## src/rtl/m_mem_access_pkg.sv

```systemverilog
// Shared constants and store-lane helpers for the M-stage memory access controller.
package m_mem_access_pkg;

  localparam logic [2:0] DM_W  = 3'd0;
  localparam logic [2:0] DM_H  = 3'd1;
  localparam logic [2:0] DM_B  = 3'd2;
  localparam logic [2:0] DM_HU = 3'd3;
  localparam logic [2:0] DM_BU = 3'd4;

  localparam logic [4:0] EXC_ADEL = 5'd4;
  localparam logic [4:0] EXC_ADES = 5'd5;
  localparam logic [4:0] EXC_DBE  = 5'd7;

  localparam logic [31:0] DM_HI  = 32'h0000_2FFF;
  localparam logic [31:0] TC0_LO = 32'h0000_7F00;
  localparam logic [31:0] TC0_HI = 32'h0000_7F0B;
  localparam logic [31:0] TC1_LO = 32'h0000_7F10;
  localparam logic [31:0] TC1_HI = 32'h0000_7F1B;

  typedef enum logic [1:0] {
    S_IDLE = 2'd0,
    S_REQ  = 2'd1,
    S_WAIT = 2'd2,
    S_DONE = 2'd3
  } state_e;

  function automatic logic [3:0] lane_strb(input logic [2:0] dmop, input logic [1:0] lo);
    case (dmop)
      DM_H, DM_HU: lane_strb = 4'b0011 << lo;
      DM_B, DM_BU: lane_strb = 4'b0001 << lo;
      default:     lane_strb = 4'b1111;
    endcase
  endfunction

  // Replicate narrow data across the word so every lane the strobe selects is correct.
  function automatic logic [31:0] lane_data(input logic [2:0] dmop, input logic [31:0] wdata);
    case (dmop)
      DM_H, DM_HU: lane_data = {2{wdata[15:0]}};
      DM_B, DM_BU: lane_data = {4{wdata[7:0]}};
      default:     lane_data = wdata;
    endcase
  endfunction

endpackage

```

## src/rtl/m_addr_check.sv

```systemverilog
// Combinational legality check of an M-stage access: alignment, address map, timer rules.
module m_addr_check
  import m_mem_access_pkg::*;
(
  input  logic [31:0] addr,
  input  logic        we,
  input  logic [2:0]  dmop,
  output logic        legal,
  output logic [4:0]  code
);

  logic aligned;
  logic is_word;
  logic in_dm;
  logic in_tc;
  logic tc_bad;

  always_comb begin
    aligned = 1'b0;
    is_word = 1'b0;
    case (dmop)
      DM_W: begin
        aligned = (addr[1:0] == 2'b00);
        is_word = 1'b1;
      end
      DM_H, DM_HU: aligned = !addr[0];
      DM_B, DM_BU: aligned = 1'b1;
      default:     aligned = 1'b0;
    endcase
  end

  assign in_dm  = (addr <= DM_HI);
  assign in_tc  = ((addr >= TC0_LO) && (addr <= TC0_HI)) ||
                  ((addr >= TC1_LO) && (addr <= TC1_HI));
  // Timers take word accesses only, and their COUNT register is read-only.
  assign tc_bad = in_tc && (!is_word || (we && (addr[3:0] == 4'h8)));
  assign legal  = aligned && (in_dm || in_tc) && !tc_bad;
  assign code   = we ? EXC_ADES : EXC_ADEL;

endmodule

```

## src/rtl/m_mem_access.sv

```systemverilog
// M-stage load/store controller: legality check, byte lanes, req/gnt/rvalid handshake,
// pipeline stall and bus timeout.
//  state  | meaning
//  IDLE   | no transfer; accept a legal, unflushed request
//  REQ    | bus_req high, waiting for gnt
//  WAIT   | load granted, waiting for rvalid
//  DONE   | one-cycle completion pulse, rd_* updated
module m_mem_access
  import m_mem_access_pkg::*;
#(
  parameter int TIMEOUT = 64
) (
  input  logic        clk,
  input  logic        reset,
  input  logic        req_valid,
  input  logic        req_we,
  input  logic [31:0] req_addr,
  input  logic [31:0] req_wdata,
  input  logic [2:0]  req_dmop,
  input  logic        flush,
  output logic        bus_req,
  output logic [31:0] bus_addr,
  output logic [3:0]  bus_wstrb,
  output logic [31:0] bus_wdata,
  input  logic        bus_gnt,
  input  logic        bus_rvalid,
  input  logic [31:0] bus_rdata,
  output logic        stall,
  output logic        done,
  output logic [31:0] rd_word,
  output logic [1:0]  rd_lo,
  output logic [2:0]  rd_dmop,
  output logic        exc_valid,
  output logic [4:0]  exc_code
);

  localparam int              CW     = $clog2(TIMEOUT);
  localparam logic [CW-1:0]   CNT_TC = CW'(TIMEOUT - 1);

  state_e          state_q, state_nxt;
  logic [CW-1:0]   cnt_q;
  logic            we_q;
  logic [1:0]      lo_q;
  logic [2:0]      dmop_q;
  logic            legal;
  logic [4:0]      chk_code;
  logic            accept;
  logic            reject;
  logic            tmo;

  m_addr_check u_addr_check (
    .addr  (req_addr),
    .we    (req_we),
    .dmop  (req_dmop),
    .legal (legal),
    .code  (chk_code)
  );

  assign accept = (state_q == S_IDLE) && req_valid && !flush && legal;
  assign reject = (state_q == S_IDLE) && req_valid && !flush && !legal;
  assign tmo    = (((state_q == S_REQ) && !bus_gnt) || ((state_q == S_WAIT) && !bus_rvalid))
                  && (cnt_q == CNT_TC);

  always_ff @(posedge clk or negedge reset) begin
    if (!reset) state_q <= S_IDLE;
    else        state_q <= state_nxt;
  end

  always_comb begin
    state_nxt = state_q;
    case (state_q)
      S_IDLE: if (accept) state_nxt = S_REQ;
      S_REQ: begin
        if (bus_gnt)  state_nxt = we_q ? S_DONE : S_WAIT;
        else if (tmo) state_nxt = S_IDLE;
      end
      S_WAIT: begin
        if (bus_rvalid) state_nxt = S_DONE;
        else if (tmo)   state_nxt = S_IDLE;
      end
      S_DONE:  state_nxt = S_IDLE;
      default: state_nxt = S_IDLE;
    endcase
  end

  always_comb begin
    bus_req = 1'b0;
    stall   = 1'b0;
    done    = 1'b0;
    case (state_q)
      S_IDLE: stall = accept;
      S_REQ: begin
        bus_req = 1'b1;
        stall   = 1'b1;
      end
      S_WAIT:  stall = 1'b1;
      S_DONE:  done  = 1'b1;
      default: ;
    endcase
  end

  always_ff @(posedge clk or negedge reset) begin
    if (!reset) begin
      bus_addr  <= '0;
      bus_wstrb <= '0;
      bus_wdata <= '0;
      we_q      <= 1'b0;
      lo_q      <= '0;
      dmop_q    <= '0;
      rd_word   <= '0;
      rd_lo     <= '0;
      rd_dmop   <= '0;
      exc_valid <= 1'b0;
      exc_code  <= '0;
      cnt_q     <= '0;
    end else begin
      exc_valid <= 1'b0;
      exc_code  <= '0;
      if (accept) begin
        bus_addr  <= {req_addr[31:2], 2'b00};
        bus_wstrb <= req_we ? lane_strb(req_dmop, req_addr[1:0]) : 4'b0000;
        bus_wdata <= req_we ? lane_data(req_dmop, req_wdata) : 32'h0;
        we_q      <= req_we;
        lo_q      <= req_addr[1:0];
        dmop_q    <= req_dmop;
      end
      if (reject) begin
        exc_valid <= 1'b1;
        exc_code  <= chk_code;
      end
      if (tmo) begin
        exc_valid <= 1'b1;
        exc_code  <= EXC_DBE;
      end
      if ((state_q == S_WAIT) && bus_rvalid) rd_word <= bus_rdata;
      if (state_nxt == S_DONE) begin
        rd_lo   <= lo_q;
        rd_dmop <= dmop_q;
      end
      if (((state_nxt == S_REQ) || (state_nxt == S_WAIT)) && (state_nxt != state_q))
        cnt_q <= '0;
      else if ((state_q == S_REQ) || (state_q == S_WAIT))
        cnt_q <= cnt_q + CW'(1);
    end
  end

endmodule

```

## config.mk

```make
export PLATFORM = sky130hd
export DESIGN_NAME = m_mem_access
export DESIGN_NICKNAME = d
export VERILOG_FILES = /design/src/rtl/m_mem_access_pkg.sv /design/src/rtl/m_addr_check.sv /design/src/rtl/m_mem_access.sv
export SDC_FILE = /design/constraint.sdc
export NUM_CORES = 1
export LEC_CHECK = 0
export ABC_AREA = 0
export BUFFER_PORTS_ARGS = -buffer_cell sky130_fd_sc_hd__buf_2
export CAP_MARGIN = 20
export CORE_UTILIZATION = 49
export CTS_CLUSTER_DIAMETER = 40
export DETAILED_ROUTE_END_ITERATION = 12
export PLACE_DENSITY_LB_ADDON = 0.3
export SETUP_SLACK_MARGIN = 0.2
export SLEW_MARGIN = 20
export SYNTH_ARGS = -nofsm -noshare
export SYNTH_HDL_FRONTEND = slang
export SYNTH_SLANG_ARGS = --single-unit
```

## constraint.sdc

```tcl
create_clock -name clk -period 3.4 [get_ports clk]
set_input_delay 0.51 -clock clk [delete_from_list [all_inputs] [get_ports clk]]
set_output_delay 0.51 -clock clk [all_outputs]
set_load 0.01 [all_outputs]
```

After elaboration in Yosys (flattened, before gate mapping)
Cells that the tools add are included.

word-level totals
  logic and storage cells = 91
  output and inout bits = 114
  bits of input ports = 106
  bits in registers = 123

cells by class
  equal/unequal tests = 13
  reduce and logical (&&, ||, !) cells = 35
  add/subtract/negate cells = 1
  order comparisons = 5
  shift operators = 2
  muxes and demuxes = 22

operators by type and width
  operator                count
  $ge A32 B15 Y1 const B  2
  $le A32 B15 Y1 const B  2
  $pmux W32 S2            1
  $le A32 B14 Y1 const B  1
  $mux W32                1
  $logic_and A1 B1 Y1     15
  $mux W6                 2
  $mux W5                 2
  $eq A2 B2 Y1 const B    4
  $mux W2                 4
  $pmux W2 S4             1
  $pmux W4 S2             1
  $logic_not A1 Y1        7
  $mux W1                 7
  $add A6 B1 Y6 const B   1
  $eq A3 B2 Y1 const B    2
  $eq A6 B6 Y1 const B    1
  $logic_or A1 B1 Y1      6
  $reduce_or A2 Y1        3
  $eq A2 B1 Y1 const B    2
  $eq A4 B4 Y1 const B    1
  $logic_not A2 Y1        2
  $mux W4                 1
  $shl A1 B2 Y4 const A   1
  other kinds (8)         8

Depth between registers and ports, before layout
Gate-level depths: netlist of run 1.

  depth in word-level cells = 14
  mapped depth = 12
  depth with buffers taken out = 12

By module
From an unflattened synthesis of run 1, not the netlist that was laid out.

unflattened totals
  cell total of the unflattened synthesis = 539
  area total of the unflattened synthesis = 5406.4 sq um

modules (own cells, without submodules)
  module        area each (sq um)  cells an instance  times used  sequential area each (sq um)
  m_mem_access  5227.5             511                1           3078.0
  m_addr_check  178.9              28                 1           0.0

Worst setup path after synthesis of run 1
Ideal clock, no wire load.

  path type = input-to-reg
  start = input req_dmop[1]
  end = register cnt_q[0]
  library setup time = 0.159 ns
  buffers on the path = 1
  slack = 0.084 ns
  data arrival time = 3.158 ns
  data required time = 3.241 ns
  cell stages on the path = 10
  cells stage by stage = buf_2 -> nor2_4 -> nand4_1 -> o32a_1 -> or4_1 -> a31o_2 -> ha_1 -> nand4_1 -> o41ai_1 -> nor3_1

between the ends
  word-level cells in the longest chain between the ends = 14
  elaborated cells on any way between the ends = 25
  classes of those cells = 7 x eq/ne; 5 x mux; 13 x reduce/logical

ends and longest elaborated chain
  what                                                                  RTL line             source
  start, declared                                                       m_mem_access.sv:19   input logic [2:0] req_dmop,
  parallel branches: the longest is 6 deep, another holds $eq A3 B2 Y1  --
  $logic_and A1 B1 Y1 *                                                 m_addr_check.sv:37   assign legal = aligned && (in_dm || in_tc) && !tc_bad;
  $logic_and A1 B1 Y1 *                                                 m_mem_access.sv:59   assign accept = (state_q == S_IDLE) && req_valid && !flush && legal;
  $mux W2 *                                                             m_mem_access.sv:72   S_IDLE: if (accept) state_nxt = S_REQ;
  $pmux W2 S4 *                                                         m_mem_access.sv:71   case (state_q)
  via state_nxt[1]                                                      m_mem_access.sv:40   state_e state_q, state_nxt;
  $eq A2 B1 Y1 / $eq A2 B2 Y1 (equally long branches)                   m_mem_access.sv:140  if (((state_nxt == S_REQ) || (state_nxt == S_WAIT)) && (state_nxt != state_q))
  $logic_or A1 B1 Y1                                                    m_mem_access.sv:140
  $logic_and A1 B1 Y1 *                                                 m_mem_access.sv:140
  $mux W6 / $reduce_bool A2 Y1 (equally long branches)                  --
  end signal, assigned                                                  m_mem_access.sv:143  cnt_q <= cnt_q + CW'(1);
  end, declared                                                         m_mem_access.sv:41   logic [CW-1:0] cnt_q;

Mark *: on every way through the listed nets, which the timed path passes.
A chain may end at the register's enable or synchronous reset.

Worst setup path after layout of run 1
  start = input req_addr[5]
  end = register cnt_q[4]

between the ends
  word-level cells in the longest chain between the ends = 13
  elaborated cells on any way between the ends = 23
  classes of those cells = 5 x order compare; 3 x eq/ne; 3 x mux; 12 x reduce/logical

ends and longest elaborated chain
  what                                                              RTL line                                source
  start, declared                                                   m_mem_access.sv:17                      input logic [31:0] req_addr,
  $ge A32 B15 Y1 (tied with other cells)                            m_addr_check.sv:33                      assign in_tc = ((addr >= TC0_LO) && (addr <= TC0_HI)) ||
  $logic_and A1 B1 Y1 (on tied branches)                            m_addr_check.sv:33, m_addr_check.sv:34
  $logic_or A1 B1 Y1                                                m_addr_check.sv:33
  $logic_or A1 B1 Y1 / $logic_and A1 B1 Y1 (equally long branches)  m_addr_check.sv:37, m_addr_check.sv:36
  $logic_and A1 B1 Y1 / $logic_not A1 Y1 (equally long branches)    m_addr_check.sv:37
  $logic_and A1 B1 Y1 *                                             m_addr_check.sv:37
  $logic_and A1 B1 Y1 *                                             m_mem_access.sv:59
  $mux W2 *                                                         m_mem_access.sv:72
  $pmux W2 S4 *                                                     m_mem_access.sv:71
  via state_nxt[1]                                                  m_mem_access.sv:40
  $eq A2 B1 Y1 / $eq A2 B2 Y1 (equally long branches)               m_mem_access.sv:140
  $logic_or A1 B1 Y1                                                m_mem_access.sv:140
  $logic_and A1 B1 Y1 *                                             m_mem_access.sv:140
  $mux W6 / $reduce_bool A2 Y1 (equally long branches)              --

The timed path passes the listed nets; every way through them passes the cells marked *.

==> impl_metrics.env, run 1 <==
export IMPL_timing_clock_skew_ns=0.00562
export IMPL_insertion_delay_ns=0.41
export IMPL_cts_root_buffer_cell="clkbuf_16"
export IMPL_num_fill_cells=866
export IMPL_maxUsedRoutingLayer="met4"
export IMPL_timing_final_hold_violations=0
export IMPL_max_vdd_ir_drop_mv=0.592
export IMPL_post_route_cells_drive_above_1_share=0.532
export IMPL_drt_pass1_iterations=5
export IMPL_detailedRoute_firstIterationViolations=280
export IMPL_final_period_utilization=0.930
export IMPL_drv_max_cap_violation_count=0
export IMPL_ios=220
export IMPL_totalPowerFinal_mw=4.83
export IMPL_gr_overflow_total=0
export IMPL_initial_util=0.506
export IMPL_std_cell_rows=39
export IMPL_setup_violations_final=0
export IMPL_slew_violations=0
export IMPL_fin_cells=818
export IMPL_synth_edf_count=0
export IMPL_viasPerCell=5.28
export IMPL_grt_antenna_before_repair=0
export IMPL_groute_usage_overall=0.230
export IMPL_globalplace_congestion=0.894
export IMPL_yosysUniqueCellTypes=54
export IMPL_critical_path_arrival_ns=3.43
export IMPL_vias_in_the_first_global_route=4387
export IMPL_routed_wl_microns=13500
export IMPL_setup_worst_path_start_class="input port"
export IMPL_dp_hpwl_microns=9570
export IMPL_relSlewSlack=0.570
export IMPL_endpoint_class_of_the_critical_path="register"
export IMPL_die_footprint_sq_um=12300
export IMPL_layout_cells_most_common_list="214 x buf_2, 119 x dfrtp_1, 48 x mux2_2"
export IMPL_final_hold_worst_slack_ns=0.129
export IMPL_cts_sinks=120
export IMPL_detailedPlace_worstSlack_ns=-0.206
export IMPL_synth_sequential_area_ratio=0.517
export IMPL_hold_path_class="input port to asynchronous set/reset pin"
export IMPL_core_region_area_sq_um=11500
export IMPL_ant_nets=0
export IMPL_cts_buffers=17
export IMPL_synthesized_flop_and_latch_total=120
export IMPL_most_used_dff_post_synth="dfrtp_1"
export IMPL_post_synth_instance_area_sq_um=5800
export IMPL_clkTransAtPathRegs_ns=0.05
export IMPL_fp_dieW_microns=111
export IMPL_remaining_drc_errors=0
export IMPL_status="complete, no violations"
export IMPL_total_leakage_power_nw=4.18
export IMPL_dr_wl_met3_microns=879
export IMPL_synth_warning_count=0
export IMPL_cts_tree="done"
export IMPL_met2WireLength_microns=6460
export IMPL_n_antenna_cell=0
export IMPL_routed_via_count=4319
export IMPL_area_growth_pct=30.5
export IMPL_max_clock_path_buffers=2
export IMPL_timing_critical_path_fanout_max=6
export IMPL_clock_fmax_ghz=0.316
export IMPL_synth_area_per_cell_sq_um=13.1
export IMPL_grt_first_pass_wirelength_microns=22400
export IMPL_numPortBuffers=215
export IMPL_grt_max_degree=73
export IMPL_final_core_utilization=0.660
export IMPL_syn_instance_count=442
export IMPL_routedLengthMet1_microns=5920
export IMPL_setup_slack_ns=0.239
export IMPL_nets=777
export IMPL_period_needed_ns=3.16
export IMPL_die_height_microns=111
export IMPL_required_ns=3.67
export IMPL_h_tree_depth_reported_by_cts=4
export IMPL_cts_hold_buf=0
export IMPL_timing_worst_setup_path_type="input port to register"
export IMPL_rsz_0062_raised_after_global_routing="false"
export IMPL_pwr_density_cell_nw_per_um2=638
export IMPL_worst_slew_pin_transition_ns=0.645
export IMPL_leading_cell_type_in_the_layout_fill_and_taps_excluded="buf_2"
export IMPL_ys_async_sr_fraction=1.00
export IMPL_post_drt_wl_per_cell_microns=16.5
export IMPL_dpl_cell_count=785
==> registers in the layout (all words and copies together), names as in the netlist <==
signal	flops
we_q	1
exc_code	3
rd_word	32
bus_wdata	32
state_q	2
bus_wstrb	4
bus_addr	30
rd_dmop	3
lo_q	2
dmop_q	3
cnt_q	6
rd_lo	2
==> metal layers <==
layer,GRT usage,vias to the layer above
li1,-,2012
met1,0.304,2095
met2,0.357,185
met3,0.0683,27
met4,0.0889,0
met5,0,-
==> critical path, cell delays in order <==
cell and delay [ns]:
buf_2 0.10, and4bb_1 0.25, nand4b_1 0.14, o32a_1 0.40
or4_1 0.56, a31o_2 0.28, ha_1 0.35, nand2b_1 0.13
a2111oi_2 0.35, a21oi_2 0.13, o41ai_4 0.11, nor3_1 0.12
==> stage by stage <==
stage / setup TNS (ns) / cell area (sq um)
after floorplan: 0 / 5830
after global placement: -0.375 / 6960
after detailed placement: -1.13 / 6960
after CTS: 0 / 7530
after global routing: 0 / 7570
final: 0 / 7570
==> power breakdown <==
part           switching, mW  internal, mW
Clock                  0.609          1.12
Sequential             0.132          1.66
Combinational          0.682         0.624
Total                   1.42          3.41
==> timing repair <==
action / 4_1_cts / 5_1_grt
endpoints found under the setup margin: 0 / 6
gates resized for setup: 0 / 5
buffers inserted: 0 / 3
==> cell families (layout without fill, tap and decap cells) <==
kind of cell / Yosys count / after routing / synth area share
DFF: 120 / 120 / 0.517
muxes: 118 / 118 / 0.251
and+or+nand+nor: 97 / 97 / 0.0975
AOI/OAI and AO/OA: 49 / 49 / 0.0586
buffers and inverters: 43 / 273 / 0.0492
adders and majority gates: 7 / 7 / 0.0151
xor gates and xnor gates: 7 / 7 / 0.0106
other: 1 / 4 / 0.000646
==> cell usage after synthesis (2+ instances only) <==
cell | instances | area (sq um)
dfrtp_1 | 120 | 3000
mux2_2 | 48 | 541
mux2_4 | 43 | 646
mux2i_1 | 27 | 270
nor2b_1 | 20 | 125
and2_1 | 18 | 113
nand2_1 | 17 | 63.8
clkbuf_1 | 14 | 52.6
inv_1 | 13 | 48.8
a21oi_1 | 12 | 60.1
nor3_1 | 10 | 50.1
o22ai_1 | 9 | 56.3
ha_1 | 7 | 87.6
nand2b_1 | 7 | 43.8
o221ai_1 | 7 | 61.3
buf_12 | 5 | 100
buf_4 | 5 | 37.5
nand4_1 | 4 | 25.0
nor2_1 | 4 | 15.0
nor4_1 | 4 | 25.0
xor2_1 | 4 | 35.0
buf_6 | 3 | 33.8
o21ai_0 | 3 | 15.0
xnor2_1 | 3 | 26.3
a2111oi_0 | 2 | 17.5
a22oi_1 | 2 | 15.0
nand4b_1 | 2 | 17.5
o21bai_1 | 2 | 15.0
or4_1 | 2 | 15.0
==> final timing paths <==
check | start | end | slack [ns] | cells past startpoint
setup / recovery | req_addr[5] | cnt_q[4] | 0.24 | 12
hold / removal | reset | bus_wstrb[0] | 0.13 | 1
setup reg to reg | state_q[0] | cnt_q[4] | 0.32 | 11
hold reg to reg | bus_addr[19] | bus_addr[19] | 0.48 | 1
max in group asynchronous | reset | rd_word[19] | 2.46 | 2
min in group clk | bus_rdata[22] | rd_word[22] | 0.34 | 2
==> area by class of cell <==
type	instances	area (sq um)	area share
clock inverter	9	100	0.0132
clock buffer	21	470	0.0621
timing repair buffer	229	1210	0.160
tap	143	179	0.0236
inverter	14	52.6	0.00694
sequential	120	3000	0.397
multi-input combinational	282	2560	0.338
No activity file was read; power rests on OpenSTA's default activity.
==> run 2: changes to the inputs <==
--- a/config.mk
+++ b/config.mk
@@ -6,11 +6,12 @@
 export NUM_CORES = 1
 export LEC_CHECK = 0
 export ABC_AREA = 0
-export BUFFER_PORTS_ARGS = -buffer_cell sky130_fd_sc_hd__buf_2
+export BUFFER_PORTS_ARGS = -buffer_cell sky130_fd_sc_hd__clkbuf_2
 export CAP_MARGIN = 20
 export CORE_UTILIZATION = 49
 export CTS_CLUSTER_DIAMETER = 40
 export DETAILED_ROUTE_END_ITERATION = 12
+export GPL_TIMING_DRIVEN = 0
 export PLACE_DENSITY_LB_ADDON = 0.3
 export SETUP_SLACK_MARGIN = 0.2
 export SLEW_MARGIN = 20
==> impl_metrics.env, run 2 (same netlist as run 1, synthesis figures left out) <==
export IMPL_status="complete, no violations"
export IMPL_critical_path_reg2reg_endpoint="cnt_q[1]"
export IMPL_period_needed_ns=3.11
export IMPL_vias_in_the_first_global_route=4398
export IMPL_endpoint_class_of_the_critical_path="register"
export IMPL_routed_via_count=4378
export IMPL_final_hold_worst_slack_ns=0.0423
export IMPL_max_vdd_ir_drop_mv=0.500
export IMPL_required_ns=3.67
export IMPL_max_clock_path_buffers=2
export IMPL_remaining_drc_errors=0
export IMPL_setup_worst_path_start_class="input port"
export IMPL_drt_pass1_iterations=4
export IMPL_power_frac_seq=0.350
export IMPL_total_leakage_power_nw=4.25
export IMPL_power_frac_comb=0.274
export IMPL_pwr_density_cell_nw_per_um2=656
export IMPL_num_fill_cells=843
export IMPL_use_met2=0.384
export IMPL_timing_critical_path_fanout_max=6
export IMPL_numPortBuffers=212
export IMPL_max_stage_delay_ns=0.57
export IMPL_timing_worst_setup_path_type="input port to register"
export IMPL_die_height_microns=111
export IMPL_setup_worst_path_end="cnt_q[1]"
export IMPL_worst_slew_pin_transition_ns=0.676
export IMPL_reg2reg_from="state_q[1]"
export IMPL_layout_cells_most_common_list="211 x clkbuf_2, 120 x dfrtp_1, 48 x mux2_2"
export IMPL_n_antenna_cell=0
export IMPL_cts_sinks=120
export IMPL_timing_final_hold_violations=0
export IMPL_grt_use_met3=0.0755
export IMPL_setup_tns_ns=0
export IMPL_critical_path_buf_inv_count=2
export IMPL_critical_path_arrival_ns=3.38
export IMPL_rsz_0062_raised_after_global_routing="false"
export IMPL_slew_violations=0
export IMPL_setup_violations_final=0
export IMPL_critical_path_slowest_cell="or4_4"
export IMPL_clkTransAtPathRegs_ns=0.05
export IMPL_h_tree_depth_reported_by_cts=4
export IMPL_hold_path_class="input port to asynchronous set/reset pin"
export IMPL_area_sequential_sq_um=3000
export IMPL_fp_dieW_microns=111
export IMPL_total_switching_power_mw=1.48
export IMPL_relSlewSlack=0.549
export IMPL_regToRegSetupSlack_ns=0.34
export IMPL_startpoint="req_addr[5]"
export IMPL_grt_busiest_layer="met2"
export IMPL_viasPerCell=5.25
export IMPL_gr_overflow_total=0
export IMPL_cts_tree="done"
export IMPL_clkPwrFrac=0.376
export IMPL_cts_root_buffer_cell="clkbuf_16"
export IMPL_multi_input_area_sq_um=2610
export IMPL_initial_util=0.506
export IMPL_dp_hpwl_microns=10200
export IMPL_critical_path_top_delay_family="simple AND/OR/NAND/NOR gates"
export IMPL_die_footprint_sq_um=12300
export IMPL_grt_met1_usage=0.310
export IMPL_cts_buffers=17
export IMPL_nets=791
export IMPL_grt_max_degree=70
export IMPL_area_growth_pct=35.0
export IMPL_std_cell_rows=39
export IMPL_ios=220
export IMPL_ant_nets=0
export IMPL_path_depth=12
export IMPL_leading_cell_type_in_the_layout_fill_and_taps_excluded="clkbuf_2"
export IMPL_timing_critical_path_cells="clkbuf_2 > and4bb_1 > nand4b_1 > o32a_1 > or4_4 > a31o_2 > ha_4 > nand2b_4 > or3_1 > o211ai_1 > buf_4 > nor3_1"
export IMPL_post_route_cells_drive_above_1_share=0.522
export IMPL_setup_slack_ns=0.293
export IMPL_detailedPlace_worstSlack_ns=-0.279
export IMPL_net_sw_frac=0.288
export IMPL_post_drt_wl_per_cell_microns=16.9
export IMPL_core_region_area_sq_um=11500
export IMPL_clock_fmax_ghz=0.322
export IMPL_largest_registers="bus_wdata x32, rd_word x32, bus_addr x30"
export IMPL_drv_max_cap_violation_count=0
export IMPL_insertion_delay_ns=0.41
export IMPL_timing_clock_skew_ns=0.00467
export IMPL_r2r_worst_path_cells=11
export IMPL_routed_wl_microns=14100
export IMPL_final_period_utilization=0.914
export IMPL_detailedRoute_firstIterationViolations=247
export IMPL_grt_antenna_before_repair=0
export IMPL_power_report_internal_total_mw=3.66
export IMPL_grt_first_pass_wirelength_microns=23000
export IMPL_globalplace_congestion=0.842
export IMPL_groute_usage_overall=0.241
## run 2: worst min path at each step
stage	cells after the start	slack, ns	endpoint
global placement	1	0.47	bus_addr[28]
floorplan	0	0.21	bus_addr[10]
global route	1	0.06	bus_addr[6]
CTS	1	0.05	bus_addr[6]
finish	1	0.04	bus_addr[6]
detailed placement	1	0.47	bus_addr[26]
## run 2: final cells by class
cell class | count | share of cell area
buffer | 28 | 0.0292
multi-input combinational | 282 | 0.334
inverter | 14 | 0.00671
clock buffer | 25 | 0.0645
tap | 143 | 0.0228
timing repair buffer | 215 | 0.142
sequential | 120 | 0.383
clock inverter | 7 | 0.0176
## run 2: repair_timing
| action | 4_1_cts | 5_1_grt |
|---|---|---|
| setup endpoints to repair | 7 | 6 |
| gates resized for setup | 1 | 10 |
| hold buffers | 0 | 0 |
| setup buffers | 2 | 0 |
| pin swaps | 3 | 4 |
## run 2: metal layers
layer | vias up | routed length [microns] | part of all wire
met5 | - | 0 | 0
met4 | 0 | 255 | 0.018
li1 | 2044 | - | -
met3 | 21 | 1060 | 0.075
met1 | 2128 | 6080 | 0.43
met2 | 185 | 6730 | 0.48
## run 2: stage by stage
stage	std cells	area (sq um)	total power [mW]	util
after CTS	834	7760	5.05	0.677
after global routing	834	7830	5.38	0.683
after global placement	800	7070	3.03	0.616
after detailed placement	801	7100	3.08	0.620
after floorplan	445	5830	2.59	-
final	834	7830	5.14	0.683
## run 2: power groups by stage
stage	clock, mW	sequential [mW]	combinational [mW]
final	1.93	1.80	1.41
after detailed placement	0	1.82	1.26
after CTS	1.95	1.80	1.30
after floorplan	0	1.90	0.693
after global placement	0	1.80	1.22
after global routing	2.02	1.83	1.53
==> run 3: changes to the inputs <==
--- a/config.mk
+++ b/config.mk
@@ -8,7 +8,7 @@
 export ABC_AREA = 0
 export BUFFER_PORTS_ARGS = -buffer_cell sky130_fd_sc_hd__clkbuf_2
 export CAP_MARGIN = 20
-export CORE_UTILIZATION = 49
+export CORE_UTILIZATION = 53
 export CTS_CLUSTER_DIAMETER = 40
 export DETAILED_ROUTE_END_ITERATION = 12
 export GPL_TIMING_DRIVEN = 0
==> constraint.sdc (replaced) <==
create_clock -name clk -period 3.9 [get_ports clk]
set_input_delay 0.585 -clock clk [delete_from_list [all_inputs] [get_ports clk]]
set_output_delay 0.585 -clock clk [all_outputs]
set_load 0.01 [all_outputs]
==> impl_metrics.env, run 3 (same netlist as run 1, synthesis figures left out) <==
export IMPL_status="complete, no violations"
export IMPL_timing_critical_path_fanout_max=6
export IMPL_max_clock_path_buffers=2
export IMPL_endpoint_class_of_the_critical_path="register"
export IMPL_final_core_utilization=0.735
export IMPL_layout_cells_most_common_list="211 x clkbuf_2, 120 x dfrtp_1, 48 x mux2_2"
export IMPL_startpoint="state_q[0]"
export IMPL_timing_worst_setup_path_type="register to register"
export IMPL_hold_path_class="input port to register"
export IMPL_gr_overflow_total=0
export IMPL_post_route_cells_drive_above_1_share=0.509
export IMPL_grt_max_degree=92
export IMPL_relSlewSlack=0.375
export IMPL_grt_antenna_before_repair=0
export IMPL_critical_path_reg2reg_endpoint="cnt_q[3]"
export IMPL_critical_path_arrival_ns=3.76
export IMPL_power_report_internal_total_mw=2.96
export IMPL_largest_registers="bus_wdata x32, rd_word x32, bus_addr x30"
export IMPL_ios=220
export IMPL_drv_max_cap_violation_count=0
export IMPL_ant_nets=0
export IMPL_timing_clock_skew_ns=0.00921
export IMPL_total_switching_power_mw=1.28
export IMPL_required_ns=4.25
export IMPL_finish_instance_area_sq_um=7690
export IMPL_reg2reg_from="state_q[0]"
export IMPL_vias_in_the_first_global_route=4450
export IMPL_cts_tree="done"
export IMPL_timing_final_hold_violations=0
export IMPL_num_fill_cells=718
export IMPL_grt_first_pass_wirelength_microns=22700
export IMPL_dp_hpwl_microns=10700
export IMPL_numPortBuffers=212
export IMPL_detailedRoute_firstIterationViolations=167
export IMPL_setup_worst_path_end="cnt_q[3]"
export IMPL_final_period_utilization=0.875
export IMPL_clkPwrFrac=0.373
export IMPL_groute_usage_overall=0.263
export IMPL_fin_cells=827
export IMPL_die_footprint_sq_um=11400
export IMPL_n_antenna_cell=0
export IMPL_detailed_place_area_sq_um=7080
export IMPL_nets=791
export IMPL_rsz_0062_raised_after_global_routing="false"
export IMPL_leading_cell_type_in_the_layout_fill_and_taps_excluded="clkbuf_2"
export IMPL_core_region_area_sq_um=10500
export IMPL_cts_sinks=120
export IMPL_std_cell_rows=37
export IMPL_r2r_worst_path_cells=12
export IMPL_post_drt_wl_per_cell_microns=17.5
export IMPL_fp_dieW_microns=107
export IMPL_totalPowerFinal_mw=4.25
export IMPL_worst_slew_pin_transition_ns=0.925
export IMPL_dpl_cell_count=794
export IMPL_area_growth_pct=32.6
export IMPL_cts_root_buffer_cell="clkbuf_8"
export IMPL_drt_pass1_iterations=4
export IMPL_regToRegSetupSlack_ns=0.49
export IMPL_pwr_density_cell_nw_per_um2=552
export IMPL_routed_via_count=4433
export IMPL_globalplace_congestion=0.866
export IMPL_clkTransAtPathRegs_ns=0.06
export IMPL_max_vdd_ir_drop_mv=0.325
export IMPL_period_needed_ns=3.41
export IMPL_power_frac_comb=0.256
export IMPL_setup_worst_path_start_class="register"
export IMPL_net_sw_frac=0.302
export IMPL_initial_util=0.555
export IMPL_remaining_drc_errors=0
export IMPL_routed_wl_microns=14500
export IMPL_viasPerCell=5.36
export IMPL_h_tree_depth_reported_by_cts=4
export IMPL_power_frac_seq=0.371
export IMPL_setup_violations_final=0
export IMPL_post_cts_setup_buffers=0
export IMPL_clock_fmax_ghz=0.293
export IMPL_die_height_microns=107
export IMPL_setup_tns_ns=0
export IMPL_slew_violations=0
export IMPL_cts_buffers=17
export IMPL_total_leakage_power_nw=4.20
export IMPL_insertion_delay_ns=0.51
run 3: changes by cell type in the layout (fill, tap and decap cells not counted), moves of 2 or more:
cell,before,now
ha_1,5,7
buf_4,7,5
clkbuf_8,6,3
clkinv_4,0,3
inv_6,0,4
run 3: how the worst min path moves through the flow:
stage	startpoint	end	slack [ns]	depth (start not counted)
final	bus_rdata[19]	rd_word[19]	0.31	2
after global routing	bus_rdata[20]	rd_word[20]	0.29	2
after CTS	req_addr[4]	bus_addr[4]	0.29	2
after detailed placement	bus_addr[26]	bus_addr[26]	0.47	1
after global placement	bus_addr[24]	bus_addr[24]	0.47	1
after floorplan	reset	bus_addr[10]	0.29	0
run 3: worst max-delay path, cell delays in order (launching register included):
cell	delay, ns
dfrtp_1	0.44
inv_1	0.19
ha_1	0.28
nand2b_1	0.08
a211oi_1	0.55
o31a_1	0.19
a31oi_1	0.06
ha_1	0.37
nand2b_1	0.11
a2111oi_0	0.46
a21oi_1	0.15
o41ai_1	0.20
nor3_1	0.16
run 3: layout make-up:
type                            count  area (sq um)  share of cell area
Sequential cell                   120          3000               0.390
Multi-Input combinational cell    282          2530               0.328
Timing Repair Buffer              214          1110               0.144
Clock buffer                       19           432              0.0561
Buffer                             29           233              0.0303
Tap cell                          136           170              0.0221
Clock inverter                     13           169              0.0220
Inverter                           14          52.6             0.00683
run 3: stage by stage:
step	worst slack, ns	hold slack (ns)
after floorplan	0.509	0.289
after global placement	0.0694	0.468
after detailed placement	0.00858	0.470
after CTS	0.514	0.287
after global routing	0.256	0.286
final	0.486	0.306
run 3: what timing repair did:
item	in CTS	in global routing
hold buffers	1	0
endpoints found under the hold margin	29	0
gates resized for setup	0	0
run 3: routing by layer:
layer  up-vias  global-route usage  part of all wire
li1       2049                   -                 -
met1      2177               0.317              0.41
met2       189               0.453              0.51
met3        18              0.0736             0.069
met4         0              0.0900             0.014
met5         -                   0                 0
run 3: power groups by stage:
stage / combinational (mW) / sequential, mW / clock (mW)
finish: 1.09 / 1.57 / 1.58
global route: 1.20 / 1.60 / 1.67
CTS: 1.09 / 1.57 / 1.60
detailed placement: 1.09 / 1.59 / 0
global placement: 1.04 / 1.57 / 0
floorplan: 0.592 / 1.66 / 0
